===== src/rtl/adc_fill_burst_sequencer_if.sv =====
// Handshake and configuration bundle between trigger handling, the fill burst
// sequencer and ADC burst capture.
interface adc_fill_burst_sequencer_if #(
    parameter int NUM_TYPES   = 4,
    parameter int TYPE_W      = 2,
    parameter int BURST_CNT_W = 24
);
    logic                             enable;
    logic [TYPE_W-1:0]                fill_type;
    logic [NUM_TYPES*BURST_CNT_W-1:0] num_bursts_cfg;
    logic                             trig;
    logic                             abort;
    logic                             burst_ack;
    logic [BURST_CNT_W-1:0]           num_fill_bursts;
    logic                             burst_req;
    logic [BURST_CNT_W-1:0]           burst_idx;
    logic                             busy;
    logic                             fill_done;
    logic                             fill_aborted;
    logic                             trig_overrun;

    modport master (
        output enable, fill_type, num_bursts_cfg, trig, abort, burst_ack,
        input  num_fill_bursts, burst_req, burst_idx, busy,
               fill_done, fill_aborted, trig_overrun
    );

    modport slave (
        input  enable, fill_type, num_bursts_cfg, trig, abort, burst_ack,
        output num_fill_bursts, burst_req, burst_idx, busy,
               fill_done, fill_aborted, trig_overrun
    );
endinterface


===== src/rtl/adc_fill_burst_sequencer.sv =====
// Latches a fill type's burst count on trigger and issues one valid/ack burst
// request per ADC burst, flagging completion, abort and trigger overrun.
module adc_fill_burst_sequencer #(
    parameter int NUM_TYPES   = 4,
    parameter int TYPE_W      = 2,
    parameter int BURST_CNT_W = 24,
    parameter int NULL_TYPE0  = 1
) (
    input logic                      clk,
    input logic                      rst_n,
    adc_fill_burst_sequencer_if.slave bus
);
    localparam logic [1:0] S_IDLE = 2'd0;
    localparam logic [1:0] S_LOAD = 2'd1;
    localparam logic [1:0] S_RUN  = 2'd2;
    localparam logic [1:0] S_DONE = 2'd3;
    localparam logic [BURST_CNT_W-1:0] ONE = BURST_CNT_W'(1);

    logic [1:0]             state;
    logic [BURST_CNT_W-1:0] sel_cnt;
    logic [BURST_CNT_W-1:0] cnt_q;
    logic [BURST_CNT_W-1:0] idx_q;
    logic                   req_q;
    logic                   done_q;
    logic                   abt_q;
    logic                   ovr_q;

    // Types with no slot fall through to a zero count.
    always_comb begin
        sel_cnt = '0;
        for (int k = 0; k < NUM_TYPES; k++) begin
            if (bus.fill_type == TYPE_W'(k))
                sel_cnt = bus.num_bursts_cfg[k*BURST_CNT_W +: BURST_CNT_W];
        end
        if (NULL_TYPE0 != 0 && bus.fill_type == '0)
            sel_cnt = '0;
    end

    always_ff @(posedge clk or negedge rst_n) begin
        if (!rst_n) begin
            state  <= S_IDLE;
            cnt_q  <= '0;
            idx_q  <= '0;
            req_q  <= 1'b0;
            done_q <= 1'b0;
            abt_q  <= 1'b0;
            ovr_q  <= 1'b0;
        end else begin
            done_q <= 1'b0;
            abt_q  <= 1'b0;
            ovr_q  <= 1'b0;
            // Abort wins over ack and over a colliding trigger.
            if (state != S_IDLE && bus.abort) begin
                state <= S_IDLE;
                req_q <= 1'b0;
                abt_q <= 1'b1;
            end else begin
                if (state != S_IDLE && bus.trig)
                    ovr_q <= 1'b1;
                case (state)
                    S_IDLE: begin
                        if (bus.trig && bus.enable) begin
                            cnt_q <= sel_cnt;
                            idx_q <= '0;
                            state <= S_LOAD;
                        end
                    end
                    S_LOAD: begin
                        if (cnt_q == '0) begin
                            state  <= S_DONE;
                            done_q <= 1'b1;
                        end else begin
                            state <= S_RUN;
                            req_q <= 1'b1;
                        end
                    end
                    S_RUN: begin
                        if (req_q && bus.burst_ack) begin
                            // Terminal compare before increment keeps idx from wrapping.
                            if (idx_q == cnt_q - ONE) begin
                                req_q  <= 1'b0;
                                state  <= S_DONE;
                                done_q <= 1'b1;
                            end else begin
                                idx_q <= idx_q + ONE;
                            end
                        end
                    end
                    S_DONE:  state <= S_IDLE;
                    default: state <= S_IDLE;
                endcase
            end
        end
    end

    assign bus.num_fill_bursts = cnt_q;
    assign bus.burst_req       = req_q;
    assign bus.burst_idx       = idx_q;
    assign bus.busy            = (state != S_IDLE);
    assign bus.fill_done       = done_q;
    assign bus.fill_aborted    = abt_q;
    assign bus.trig_overrun    = ovr_q;
endmodule


===== src/flat_wrapper.sv =====
// flat-port wrapper written by rule: the top's interface ports become plain ports
module adc_fill_burst_sequencer_flat 
#(
    parameter int NUM_TYPES   = 4,
    parameter int TYPE_W      = 2,
    parameter int BURST_CNT_W = 24,
    parameter int NULL_TYPE0  = 1
)
  (clk, rst_n, bus_enable, bus_fill_type, bus_num_bursts_cfg, bus_trig, bus_abort, bus_burst_ack, bus_num_fill_bursts, bus_burst_req, bus_burst_idx, bus_busy, bus_fill_done, bus_fill_aborted, bus_trig_overrun);
  adc_fill_burst_sequencer_if #(.NUM_TYPES(NUM_TYPES), .TYPE_W(TYPE_W), .BURST_CNT_W(BURST_CNT_W)) bus_i ();
  input logic clk;
  input logic rst_n;
  input wire logic [$bits(bus_i.enable)-1:0] bus_enable;
  input wire logic [$bits(bus_i.fill_type)-1:0] bus_fill_type;
  input wire logic [$bits(bus_i.num_bursts_cfg)-1:0] bus_num_bursts_cfg;
  input wire logic [$bits(bus_i.trig)-1:0] bus_trig;
  input wire logic [$bits(bus_i.abort)-1:0] bus_abort;
  input wire logic [$bits(bus_i.burst_ack)-1:0] bus_burst_ack;
  output wire logic [$bits(bus_i.num_fill_bursts)-1:0] bus_num_fill_bursts;
  output wire logic [$bits(bus_i.burst_req)-1:0] bus_burst_req;
  output wire logic [$bits(bus_i.burst_idx)-1:0] bus_burst_idx;
  output wire logic [$bits(bus_i.busy)-1:0] bus_busy;
  output wire logic [$bits(bus_i.fill_done)-1:0] bus_fill_done;
  output wire logic [$bits(bus_i.fill_aborted)-1:0] bus_fill_aborted;
  output wire logic [$bits(bus_i.trig_overrun)-1:0] bus_trig_overrun;
  assign bus_i.enable = bus_enable;
  assign bus_i.fill_type = bus_fill_type;
  assign bus_i.num_bursts_cfg = bus_num_bursts_cfg;
  assign bus_i.trig = bus_trig;
  assign bus_i.abort = bus_abort;
  assign bus_i.burst_ack = bus_burst_ack;
  assign bus_num_fill_bursts = bus_i.num_fill_bursts;
  assign bus_burst_req = bus_i.burst_req;
  assign bus_burst_idx = bus_i.burst_idx;
  assign bus_busy = bus_i.busy;
  assign bus_fill_done = bus_i.fill_done;
  assign bus_fill_aborted = bus_i.fill_aborted;
  assign bus_trig_overrun = bus_i.trig_overrun;
  adc_fill_burst_sequencer #(.NUM_TYPES(NUM_TYPES), .TYPE_W(TYPE_W), .BURST_CNT_W(BURST_CNT_W), .NULL_TYPE0(NULL_TYPE0)) u_core (.clk(clk), .rst_n(rst_n), .bus(bus_i));
endmodule

===== config.mk =====
export PLATFORM = sky130hd
export DESIGN_NAME = adc_fill_burst_sequencer_flat
export DESIGN_NICKNAME = d
export VERILOG_FILES = /design/src/rtl/adc_fill_burst_sequencer_if.sv /design/src/rtl/adc_fill_burst_sequencer.sv /design/src/flat_wrapper.sv
export SDC_FILE = /design/constraint.sdc
export NUM_CORES = 1
export LEC_CHECK = 0
export ABC_AREA = 1
export CAP_MARGIN = 10
export CORE_UTILIZATION = 40
export CTS_CLUSTER_SIZE = 40
export DETAILED_ROUTE_END_ITERATION = 10
export PLACE_DENSITY = 0.75
export SYNTH_ARGS = -nofsm -noshare
export SYNTH_HDL_FRONTEND = slang
export SYNTH_SLANG_ARGS = --single-unit

===== constraint.sdc =====
create_clock -name clk -period 2.2 [get_ports clk]
set_input_delay 0.44 -clock clk [delete_from_list [all_inputs] [get_ports clk]]
set_output_delay 0.44 -clock clk [all_outputs]
set_load 0.03 [all_outputs]

==> results by group, run 1 <==
Run status
  – Status: finished, violations left
  – Failing checks: setup timing

Clock tree
  – H-tree Lvls: 2
  – CTS root buf: clkbuf_8
  – Clock buffer count from CTS: 5
  – Clock Path Buffers: 2
  – Clock transition at path regs: 0.10 ns
  – CTS tree: done
  – Clock latency on the worst-skew pair: 0.33 ns
  – Clock Sinks: 54
  – Hold buffers post-CTS: 0

Hold path
  – Hold Path Class: in -> async

GRT
  – Initial antenna violation count: 0
  – All-layer global routing usage: 0.279
  – Pin count of the biggest net entering global routing: 39
  – GRT overflow: 0
  – Vias in the first global route: 5252
  – First-pass GRT wire length: 25.1 mm

Die
  – Core area: 10500 sq um
  – Num ports: 157
  – Initial Utilization: 0.420
  – Die Ht: 107 um
  – Die X: 107 um
  – Die area: 11500 sq um
  – Num rows: 37

Worst setup path
  – Crit path capture type: flip-flop
  – CP startpoint: u_core.bus.num_fill_bursts[0]
  – Worst R2R End: u_core.bus.burst_idx[22]
  – Top cell by count, worst path: nand2_1
  – Critical path class: reg -> reg
  – CP Cell Sequence: inv_4, ha_4, nand2_1, nor2_2, nand2_1, nor2_2, nand2_1, nand2_1, nand2_1, nor2_1, nand2_1, nor2_4, nand3_4, o21ai_4, clkbuf_16, nand2_1, nand2_1
  – R2R depth: 17
  – CP top delay family: simple AND/OR/NAND/NOR gates
  – Worst Path Required: 2.47 ns
  – CP max-delay cell: dfrtp_2
  – R2R setup slack: -0.18 ns
  – Arrival time worst endpoint: 2.65 ns
  – Bufs and invs on worst path: 2
  – Crit path max fanout: 6
  – Critical Path Max Stage Delay: 0.44 ns
  – Startpoint types: flip-flop
  – R2R Path Start: u_core.bus.num_fill_bursts[0]

Synthesis
  – Main area contributors after synthesis: dfrtp_1, nand2_1, nand3_1, inv_1, xor2_1
  – Syn nets: 801
  – Distinct cells, synth: 32
  – Yosys warning count: 0
  – Cells after Synth: 691
  – Syn avg cell area: 6.38 sq um
  – #FFs+latches synth: 54
  – Post-synth top area share: 0.306
  – Register area share after synthesis: 0.306
  – Synthesized cell area: 4410 sq um
  – Post-synth top area cell: dfrtp_1

STA
  – Final Max Tran Viols: 0
  – # setup viols final: 28
  – Layout Skew: 0.00815 ns
  – Tmin final: 2.38 ns
  – Crit share post-route: 1.08
  – Final Hold Viols: 0
  – RSZ-0062 raised after global routing: yes
  – Slew @ Worst Pin: 0.713 ns
  – Max transition margin: 0.524
  – TNS Setup: -4.21 ns
  – Final worst slack: -0.175 ns
  – Fmax: 421 MHz

Placed design
  – DPL Wire Length: 11.9 mm
  – Routability cong.: 0.978
  – PortBufs: 132
  – Instance area at placement: 6410 sq um

Route
  – Drt pass-1 iters: 5
  – Post-DR wirelength/cell: 15.0 um
  – Residual DRC count: 0
  – Routed Antenna Nets: 0
  – DRT iter0 DRCs: 324
  – Vias: 5360
  – Routed WL: 15.6 mm
  – Via/cell ratio: 5.17

Layout
  – Most frequent cells in the layout: nand2_1, clkdlybuf4s50_1, buf_4
  – Final nets: 1010
  – Finished layout cell area: 6860 sq um
  – Share of layout cells above drive strength 1: 0.198
  – Final Util: 0.653
  – Synthesis-to-layout area growth: 55.6%
  – # diodes: 0
  – Most common cell after layout, fill and taps aside: nand2_1

Power and ir drop
  – Leakage power: 0.00336 uW
  – Cell Pwr Density: 1140 nW/um^2
  – Peak supply drop: 0.00111 V

Flow run
  – Max_cap viols: 0
==> cell usage after synthesis <==
library cell,n
mux2_2,10
a31oi_1,1
nand4_1,35
nor2_2,9
a21oi_1,5
buf_1,2
xnor2_1,9
nand3_1,58
clkbuf_1,17
and2_1,1
nor2_1,59
nand2_1,263
and3_1,1
o21ai_0,18
inv_2,4
ha_1,6
o21bai_1,1
nand3_2,1
nand3_4,1
xor2_1,30
buf_6,2
nand2_2,3
o21ai_4,1
o21bai_2,1
nor2_4,3
nand3b_1,4
nor3_1,11
o21ai_1,2
nor4_1,2
dfrtp_1,54
inv_1,75
clkbuf_2,2
==> worst max-delay path by stage <==
| stage | end | slack [ns] | cells past startpoint |
|---|---|---|---|
| final | u_core.bus.burst_idx[22] | -0.18 | 17 |
| after global routing | u_core.bus.burst_idx[13] | -0.38 | 17 |
| after CTS | u_core.bus.burst_idx[19] | -0.09 | 17 |
| after detailed placement | u_core.state[1] | -0.13 | 18 |
| after global placement | u_core.bus.burst_req | -0.06 | 16 |
| after floorplan | u_core.bus.burst_idx[16] | -0.02 | 15 |
==> cell type report <==
class                   count  area (sq um)
flip-flops and latches     54          1350
fillers                   933          3640
inverters                  79           302
multi-input cells         535          2850
well taps                 136           170
repair buffers            225          2080
clock buffers               8           110
==> power breakdown <==
group / total, uW / leakage, uW / switching [uW] / internal [uW]
clock: 672 / 0.0000575 / 354 / 319
combinational: 5540 / 0.00258 / 3120 / 2420
sequential: 1620 / 0.000715 / 356 / 1260
total: 7830 / 0.00336 / 3830 / 4000
==> worst register-to-register path, delay by kind of cell (launching register included) <==
kind,cells,cell delay [ns]
AND/OR/NAND/NOR,13,1.17
buffers and inverters,2,0.30
adder cells (fa/ha/maj),1,0.15
AO/OA/AOI/OAI,1,0.27
flip-flops,1,0.44
==> logic make-up (layout without fill, tap and decap cells) <==
kind of cell	after synthesis	in the layout	share of synthesized area
compound gates	29	29	0.0377
flops	54	54	0.306
xor+xnor	39	39	0.0774
mux	10	10	0.0255
fa+ha+maj	6	6	0.0170
buf+inv	102	312	0.0908
simple gates	451	451	0.445
==> state kept, by name (all words and copies together) (netlist names) <==
signal                      count
u_core.bus.fill_done            1
u_core.state                    2
u_core.bus.num_fill_bursts     24
u_core.bus.burst_idx           24
u_core.bus.fill_aborted         1
u_core.bus.burst_req            1
u_core.bus.trig_overrun         1
==> stage by stage <==
stage / hold WS, ns / setup slack [ns] / power (uW) / instances
floorplan: 0.144 / -0.0154 / 4290 / 691
global placement: 0.390 / -0.0592 / 6240 / 1012
detailed placement: 0.410 / -0.130 / 6360 / 1012
CTS: 0.0451 / -0.0864 / 7350 / 1029
global route: 0.0549 / -0.377 / 8360 / 1037
finish: 0.0415 / -0.175 / 7830 / 1037
==> metal layers <==
metal / GRT usage / routed length [um] / vias to the layer above
met5: 0 / 0 / -
met4: 0.0861 / 279 / 0
met3: 0.0401 / 816 / 26
met2: 0.482 / 7640 / 194
met1: 0.358 / 6860 / 2540
li1: - / - / 2600
==> timing repair <==
| action | in CTS | in global routing |
|---|---|---|
| buffers inserted | 10 | 6 |
| resized for setup | 28 | 29 |
| hold endpoints to repair | 0 | 0 |
| pin swaps | 17 | 7 |
| gates cloned | 0 | 2 |
| endpoints found under the setup margin | 29 | 28 |
(Power assumes the default switching activity.)
==> run 2, diff against run 1 <==
--- a/config.mk
+++ b/config.mk
@@ -7,10 +7,11 @@
 export LEC_CHECK = 0
 export ABC_AREA = 1
 export CAP_MARGIN = 10
-export CORE_UTILIZATION = 40
+export CORE_ASPECT_RATIO = 1.1
+export CORE_UTILIZATION = 42
 export CTS_CLUSTER_SIZE = 40
 export DETAILED_ROUTE_END_ITERATION = 10
-export PLACE_DENSITY = 0.75
+export PLACE_DENSITY = 0.79
 export SYNTH_ARGS = -nofsm -noshare
 export SYNTH_HDL_FRONTEND = slang
 export SYNTH_SLANG_ARGS = --single-unit
==> results by group, run 2 (same netlist as run 1, synthesis figures left out) <==
Run status
  – Status: finished, violations left
  – Failing checks: setup timing

Die
  – Num rows: 38
  – Initial Utilization: 0.440
  – Die area: 10900 sq um
  – Die X: 99.7 um
  – Num ports: 157
  – Die Ht: 109 um
  – Core area: 10000 sq um

Layout
  – Final Util: 0.661
  – Finished layout cell area: 6630 sq um
  – # diodes: 0
  – Most common cell after layout, fill and taps aside: nand2_1
  – Layout fillers: 889
  – Synthesis-to-layout area growth: 50.3%
  – Share of layout cells above drive strength 1: 0.160
  – Most frequent cells in the layout: nand2_1, clkdlybuf4s50_1, inv_1
  – Final non-filler cell total: 1021
  – Final nets: 991

Placed design
  – DPL Wire Length: 11.7 mm
  – PortBufs: 132
  – Instance area at placement: 6360 sq um
  – Routability cong.: 0.987
  – Placed insts: 1007

GRT
  – Pin count of the biggest net entering global routing: 39
  – Initial antenna violation count: 0
  – Vias in the first global route: 5176
  – GRT overflow: 0
  – All-layer global routing usage: 0.280
  – First-pass GRT wire length: 24.1 mm

STA
  – Layout Skew: 0.00740 ns
  – RSZ-0062 raised after global routing: yes
  – Slew @ Worst Pin: 0.684 ns
  – Final worst slack: -0.152 ns
  – Worst hold slack: 0.0708 ns
  – Fmax: 425 MHz
  – Final Max Tran Viols: 0
  – Crit share post-route: 1.07
  – TNS Setup: -2.28 ns
  – # setup viols final: 28
  – Tmin final: 2.35 ns
  – Final Hold Viols: 0
  – Max transition margin: 0.543

Worst setup path
  – Startpoint types: flip-flop
  – CP top delay family: simple AND/OR/NAND/NOR gates
  – CP max-delay cell: dfrtp_2
  – Bufs and invs on worst path: 2
  – Arrival time worst endpoint: 2.56 ns
  – Worst Path Required: 2.40 ns
  – Critical Path Max Stage Delay: 0.44 ns
  – Crit path max fanout: 7
  – Crit path capture type: flip-flop
  – CP Cell Sequence: inv_4, ha_4, nand2_4, nor2_4, nand2_1, nand3_1, nand2_1, nor2_1, nand2_1, nor2_4, nand3_4, buf_4, nand3_1, nand2_1, nand2_1, nand2_1
  – Critical path class: reg -> reg
  – Top cell by count, worst path: nand2_1

Route
  – WL met3: 768 um
  – Residual DRC count: 0
  – Drt pass-1 iters: 5
  – Post-DR wirelength/cell: 14.6 um
  – Routed WL: 14.9 mm
  – DRT iter0 DRCs: 335
  – Via/cell ratio: 5.15
  – Routed Antenna Nets: 0
  – Vias: 5259
  – Uppermost routed layer: met4
  – Met1 Routed Length: 6.20 mm
  – Met2 routed WL: 7.37 mm

Power and ir drop
  – Leakage power: 0.00322 uW
  – Peak supply drop: 0.000951 V
  – Cell Pwr Density: 1100 nW/um^2

Clock tree
  – Clock Sinks: 54
  – Clock latency on the worst-skew pair: 0.31 ns
  – CTS root buf: clkbuf_8
  – Clock buffer count from CTS: 5
  – H-tree Lvls: 2
  – Hold buffers post-CTS: 0
  – Clock Path Buffers: 2
  – CTS tree: done
  – Clock transition at path regs: 0.10 ns

Hold path
  – Hold Path Class: in -> async

Flow run
  – Max_cap viols: 0
[run 2: area by class of cell]
class                   instances  area, sq um  area share
well taps                     140          175      0.0264
inverters                      79          304      0.0459
flip-flops and latches         54         1360       0.204
clock buffers                   7         76.3      0.0115
multi-input cells             535         2800       0.423
repair buffers                206         1920       0.289
[run 2: worst reg2reg max path, cell delays in order, from the launching register on]
cell and delay, ns:
dfrtp_2 0.44, inv_4 0.10, ha_4 0.16, nand2_4 0.06, nor2_4 0.20, nand2_1 0.10
nand3_1 0.11, nand2_1 0.07, nor2_1 0.12, nand2_1 0.13, nor2_4 0.14, nand3_4 0.11
buf_4 0.17, nand3_1 0.09, nand2_1 0.11, nand2_1 0.09, nand2_1 0.05
[run 2: what timing repair did]
item | 4_1_cts | 5_1_grt
pin swaps | 3 | 10
resized for setup | 6 | 34
setup buffers | 1 | 7
endpoints found under the setup margin | 29 | 28
[run 2: final timing paths]
check                                         startpoint                            end  slack [ns]  depth (start not counted)
setup / recovery           u_core.bus.num_fill_bursts[1]                u_core.state[1]       -0.15                         16
hold / removal                                     rst_n        u_core.bus.burst_idx[2]        0.07                          1
setup reg to reg           u_core.bus.num_fill_bursts[1]                u_core.state[1]       -0.15                         16
hold reg to reg                          u_core.state[1]                u_core.state[1]        0.56                          2
max in group asynchronous                          rst_n  u_core.bus.num_fill_bursts[2]        1.57                          2
min in group clk                         u_core.state[1]                u_core.state[1]        0.56                          2
[run 2: power by group]
part | total [uW] | internal [uW] | switching (uW)
sequential | 1610 | 1270 | 344
combinational | 5130 | 2130 | 3000
clock | 538 | 221 | 318
[run 2: stage by stage]
| stage | total power, uW | setup WS, ns |
|---|---|---|
| after floorplan | 4290 | -0.0154 |
| after global placement | 6130 | -0.0321 |
| after detailed placement | 6240 | -0.0741 |
| after CTS | 6840 | -0.0628 |
| after global routing | 7790 | -0.257 |
| final | 7280 | -0.152 |
[run 2: layer usage]
| metal | global-route usage | vias up |
|---|---|---|
| li1 | - | 2563 |
| met1 | 0.348 | 2432 |
| met2 | 0.493 | 219 |
| met3 | 0.0369 | 45 |
| met4 | 0.109 | 0 |
| met5 | 0 | - |
